==> src/rtl/top_fifo_pkg.sv <==
// Shared constants and types for the top_fifo buffering block.
package top_fifo_pkg;

  localparam int DEF_DATA_WIDTH = 16;
  localparam int DEF_DEPTH      = 32;

  typedef logic [DEF_DATA_WIDTH-1:0] data_t;

  function automatic int addr_width(input int depth);
    return $clog2(depth);
  endfunction

  localparam int DEF_ADDR_WIDTH = addr_width(DEF_DEPTH);

endpackage

==> src/rtl/fifo_mem.sv <==
// Simple dual-port register array: synchronous write, registered read with enable.
module fifo_mem
  import top_fifo_pkg::*;
#(
  parameter int DATA_WIDTH = DEF_DATA_WIDTH,
  parameter int DEPTH      = DEF_DEPTH,
  parameter int ADDR_WIDTH = addr_width(DEPTH)
) (
  input  logic                  clk_i,
  input  logic                  rst_i,
  input  logic                  we_i,
  input  logic [ADDR_WIDTH-1:0] waddr_i,
  input  logic [DATA_WIDTH-1:0] wdata_i,
  input  logic                  re_i,
  input  logic [ADDR_WIDTH-1:0] raddr_i,
  output logic [DATA_WIDTH-1:0] rdata_o
);

  logic [DATA_WIDTH-1:0] mem_q [DEPTH];
  logic [DATA_WIDTH-1:0] rdata_q;

  // Array contents are deliberately left out of reset.
  always_ff @(posedge clk_i) begin
    if (we_i) mem_q[waddr_i] <= wdata_i;
  end

  always_ff @(posedge clk_i) begin
    if (rst_i)     rdata_q <= '0;
    else if (re_i) rdata_q <= mem_q[raddr_i];
  end

  assign rdata_o = rdata_q;

endmodule

==> src/rtl/top_fifo.sv <==
// Single-clock 32x16 FIFO with Full/Empty/Half_Empty flags and an EN freeze.
// Define FIFO_ERR_FLAGS_EN to add sticky Overflow/Underflow outputs.
module top_fifo
  import top_fifo_pkg::*;
#(
  parameter int DATA_WIDTH = DEF_DATA_WIDTH,
  parameter int DEPTH      = DEF_DEPTH,
  parameter int ADDR_WIDTH = addr_width(DEPTH)
) (
  input  logic                  Clock,
  input  logic                  Reset,
  input  logic                  WE,
  input  logic                  RE,
  input  logic                  EN,
  input  logic [DATA_WIDTH-1:0] Write_Data,
  output logic [DATA_WIDTH-1:0] Read_Data,
  output logic                  Full,
  output logic                  Empty,
  output logic                  Half_Empty
`ifdef FIFO_ERR_FLAGS_EN
  ,
  output logic                  Overflow,
  output logic                  Underflow
`endif
);

  localparam int CW = ADDR_WIDTH + 1;

  logic [ADDR_WIDTH-1:0] wr_ptr_q, wr_ptr_d;
  logic [ADDR_WIDTH-1:0] rd_ptr_q, rd_ptr_d;
  logic [CW-1:0]         count_q, count_d;
  logic                  write_ok, read_ok;

  // Flags come straight off the registered count.
  assign Full       = (count_q == CW'(DEPTH));
  assign Empty      = (count_q == '0);
  assign Half_Empty = (count_q <= CW'(DEPTH / 2));

  assign write_ok = ~EN & WE & ~Full;
  assign read_ok  = ~EN & RE & ~Empty;

  always_comb begin
    wr_ptr_d = wr_ptr_q;
    rd_ptr_d = rd_ptr_q;
    count_d  = count_q;
    if (write_ok) wr_ptr_d = wr_ptr_q + ADDR_WIDTH'(1);
    if (read_ok)  rd_ptr_d = rd_ptr_q + ADDR_WIDTH'(1);
    unique case ({write_ok, read_ok})
      2'b10:   count_d = count_q + CW'(1);
      2'b01:   count_d = count_q - CW'(1);
      default: count_d = count_q;
    endcase
  end

  always_ff @(posedge Clock) begin
    if (Reset) begin
      wr_ptr_q <= '0;
      rd_ptr_q <= '0;
      count_q  <= '0;
    end else begin
      wr_ptr_q <= wr_ptr_d;
      rd_ptr_q <= rd_ptr_d;
      count_q  <= count_d;
    end
  end

  // Writes are blocked during reset so the array only sees committed pushes.
  fifo_mem #(
    .DATA_WIDTH (DATA_WIDTH),
    .DEPTH      (DEPTH),
    .ADDR_WIDTH (ADDR_WIDTH)
  ) u_mem (
    .clk_i   (Clock),
    .rst_i   (Reset),
    .we_i    (write_ok & ~Reset),
    .waddr_i (wr_ptr_q),
    .wdata_i (Write_Data),
    .re_i    (read_ok),
    .raddr_i (rd_ptr_q),
    .rdata_o (Read_Data)
  );

`ifdef FIFO_ERR_FLAGS_EN
  logic overflow_q, overflow_d;
  logic underflow_q, underflow_d;

  always_comb begin
    overflow_d  = overflow_q  | (~EN & WE & Full);
    underflow_d = underflow_q | (~EN & RE & Empty);
  end

  always_ff @(posedge Clock) begin
    if (Reset) begin
      overflow_q  <= 1'b0;
      underflow_q <= 1'b0;
    end else begin
      overflow_q  <= overflow_d;
      underflow_q <= underflow_d;
    end
  end

  assign Overflow  = overflow_q;
  assign Underflow = underflow_q;
`endif

endmodule

==> config.mk <==
export PLATFORM = sky130hd
export DESIGN_NAME = top_fifo
export DESIGN_NICKNAME = d
export VERILOG_FILES = /design/src/rtl/top_fifo_pkg.sv /design/src/rtl/fifo_mem.sv /design/src/rtl/top_fifo.sv
export SDC_FILE = /design/constraint.sdc
export NUM_CORES = 1
export LEC_CHECK = 0
export BUFFER_PORTS_ARGS = -buffer_cell sky130_fd_sc_hd__buf_2
export CORE_MARGIN = 4
export CORE_UTILIZATION = 24
export CTS_BUF_LIST = sky130_fd_sc_hd__clkbuf_4 sky130_fd_sc_hd__clkbuf_8
export CTS_CLUSTER_DIAMETER = 120
export DETAILED_ROUTE_END_ITERATION = 16
export HOLD_SLACK_MARGIN = 0.05
export PLACE_DENSITY_LB_ADDON = 0.3
export SLEW_MARGIN = 10
export SYNTH_ARGS = -nofsm -noshare
export SYNTH_HDL_FRONTEND = slang
export SYNTH_HIERARCHICAL = 1
export SYNTH_SLANG_ARGS = --single-unit
==> constraint.sdc <==
create_clock -name Clock -period 2.9 [get_ports Clock]
set_input_delay 0.145 -clock Clock [delete_from_list [all_inputs] [get_ports Clock]]
set_output_delay 0.145 -clock Clock [all_outputs]
set_load 0.005 [all_outputs]
==> metrics <==
slew margin rel. 41.0%; commonest non-fill, non-tap cell in the layout edfxtp_1; Synth Area in Compound Gates 7.21%; status finished clean; Achievable Freq approximately 0.36 GHz; remaining global-route overflow 0; core area 0.0886 sq mm; Hold Crit Class primary input to register; crit-path most repeated cell dlygate4sd3_1; gpl congestion 0.765; area growth from synthesis to layout 19.9%; clock skew 0.0305 ns; Power Density between 600 and 700 mW/mm^2; syn_nets roughly 1300; Hold Path End u_mem/mem_q[9][13]; Worst VDD drop 0.289 mV; final hold vios 0; Critical Path Start Type primary input; adder-cell area share of the yosys netlist 0.501%; drt initial violations 860; H-tree depth reported by CTS 3; DRC 0; post-synthesis simple-gate area fraction 3.24%; hold path depth 1; commonest cells after routing, fill and taps aside edfxtp_1, mux2i_1, a22oi_1, clkbuf_8, a21oi_1; Initial DRT Pass Iterations 5; fin crit share 96.2%; worst reg2reg setup slack 0.29 ns; fraction of synthesized area in multiplexers around an eighth; first-pass GRT wire length 80500 um; final core utilization between 20% and 30%; Die Width 307 um; critical path endpoint category register; final non-filler cell area 0.0258 sq mm; critical path fanouts, max 12; hold path start Write_Data[13]; Die H 307 um; CP Class primary input to register; worst-margin pin slew 0.883 ns; Routed Antenna Nets 0; CTS tree built; Port Buf Inserts 39; share of cells above drive strength 1 21.2%; Mapped Area ~0.021 sq mm; drt wl/cell between 20 and 25 um; Root Buffer Master clkbuf_8; hpwl dp 34000 um; Slew Viols, Final 0; Initial Util 24.2%; placed cell area 0.0239 sq mm; Yosys warning count 6; Setup Viol. Count Final 0; library cells used by synthesis 44; CTS sink cnt 544; IO Count 40; max cap viols 0; overall die area 0.0944 sq mm; vias per cell 4.40; Avg Cell Area, Syn roughly 17 sq um; r2r startpoint count_q[5]; WL final about 55000 um; nets 1440; cell depth of the worst flop-to-flop path 10; Lkg Pwr ~8 nW; xor and xnor area share after synthesis 0.245%; antenna violations before repair 7; WP data required 3.26 ns; Inserted Clock Buffers 88; main combinational cell family by area after synthesis multiplexers; register clock-pin slew on the reported worst setup and hold paths about 0.060 ns; RR Endpoint count_q[4]; row count 109; filler instances 8887; min cycle time layout 2.79 ns; largest net degree at the start of global routing 65; Bufs on Longest Clock Path 3; crit-path cells dlygate4sd3_1 > buf_2 > nand2b_1 > dlygate4sd3_1 > a21oi_2 > inv_1 > nor2_1 > buf_4 > or3b_2 > nor2_2 > buf_12; vias in the first global route 11800; Overall Global Routing Usage 11.5%; post-synthesis register bit count 544; Critical Path AT 3.15 ns; clock latency on the worst-skew pair roughly 0.66 ns; Seq/Total Area, Yosys 74.5%; Slowest Stage Delay on Critical Path 0.65 ns; total negative slack 0 ns; post-synthesis cell count approximately 1300; Vias 11700; CP max-delay cell or3b_2
## cells in the mapped netlist
library cell,count,area (sq um)
or2_2,1,6.26
a41oi_1,1,8.76
ha_1,7,87.6
buf_1,14,52.6
xnor2_1,5,43.8
nand2b_1,6,37.5
a21oi_1,72,360
a211oi_2,5,62.6
a21o_1,1,7.51
a211oi_1,14,105
mux2i_1,258,2580
nor3_1,5,25.0
inv_1,8,30.0
nor3b_1,1,7.51
clkbuf_4,1,7.51
a211o_1,1,8.76
o31ai_1,1,7.51
or3_1,2,12.5
nor2b_1,5,31.3
buf_12,1,20.0
and2_4,1,8.76
nand3_1,5,25.0
o21ai_0,1,5.00
nand4_1,2,12.5
edfxtp_1,512,15400
xor2_1,1,8.76
or3b_2,3,26.3
nor4_4,1,21.3
or4_1,18,135
and2_1,2,12.5
o31a_1,1,8.76
buf_4,16,120
dfxtp_1,32,641
fa_1,1,20.0
buf_6,11,124
o22ai_1,1,6.26
nor4b_1,1,8.76
nand3b_1,5,37.5
nor2_1,71,267
a22oi_1,128,961
mux2_2,2,22.5
a21oi_2,1,8.76
clkbuf_1,29,109
nand2_1,6,22.5
## registers in the layout, indices dropped and copies added, names as in the netlist
name / count
u_mem/mem_q: 512
u_mem/rdata_o: 16
count_q: 6
rd_ptr_q: 5
wr_ptr_q: 5
## stage by stage
step	total power, mW	setup slack (ns)	hold WS, ns	std cells
after global placement	10.2	0.226	0.484	2477
after floorplan	9.75	0.129	0.244	1260
final	16.6	0.110	0.0908	2651
after global routing	17.3	-0.00140	0.0674	2646
after CTS	16.8	0.0411	0.0503	2646
after detailed placement	10.2	0.200	0.480	2477
## routing by layer
metal / up-vias / global-route usage [%] / part of all wire [%]
li1: 5362 / - / -
met1: 5893 / 16.2 / 47
met2: 327 / 18.1 / 46
met3: 87 / 2.70 / 5.7
met4: 0 / 2.84 / 2.0
met5: - / 0 / 0
## critical path, delay by kind of cell
kind	cells	cell delay, ns
compound gates	1	0.22
simple gates	4	1.11
buf+inv	6	1.67
## worst max path at each step
| stage | from | to | slack [ns] | cells past startpoint |
|---|---|---|---|---|
| 6_report | WE | u_mem/mem_q[4][7] | 0.11 | 11 |
| 5_1_grt | WE | u_mem/mem_q[4][7] | -0.001 | 11 |
| 4_1_cts | WE | u_mem/mem_q[4][0] | 0.04 | 11 |
| 3_5_place_dp | count_q[5] | u_mem/mem_q[4][13] | 0.20 | 8 |
| 3_3_place_gp | count_q[5] | u_mem/mem_q[4][3] | 0.23 | 8 |
| 2_1_floorplan | count_q[5] | u_mem/mem_q[28][0] | 0.13 | 7 |
## final cells by class
type | count | area, sq um | area share (%)
Sequential cell | 544 | 16000 | 62.2
Multi-Input combinational cell | 636 | 5120 | 19.9
Clock buffer | 133 | 1610 | 6.25
Tap cell | 1165 | 1460 | 5.66
Timing Repair Buffer | 133 | 1370 | 5.33
Clock inverter | 27 | 143 | 0.554
Inverter | 8 | 30.0 | 0.117
Antenna cell | 5 | 12.5 | 0.0486
## repair_timing
action / in CTS / in global routing
hold buffers: 9 / 0
endpoints found under the hold margin: 29 / 0
setup buffers: 0 / 0
endpoints found under the setup margin: 0 / 118
resized for setup: 0 / 1
## where the power goes
part	switching, mW	leakage [nW]	internal [mW]
clock network	2.94	0.932	3.62
registers	0.0623	4.86	8.64
logic	0.758	1.98	0.566
## cells by family after synthesis
family,after synthesis
compound gates,227
xor+xnor,6
fa+ha+maj,8
buf+inv,80
flops,544
mux,260
simple gates,135
Power figures use the tool's default switching activity.
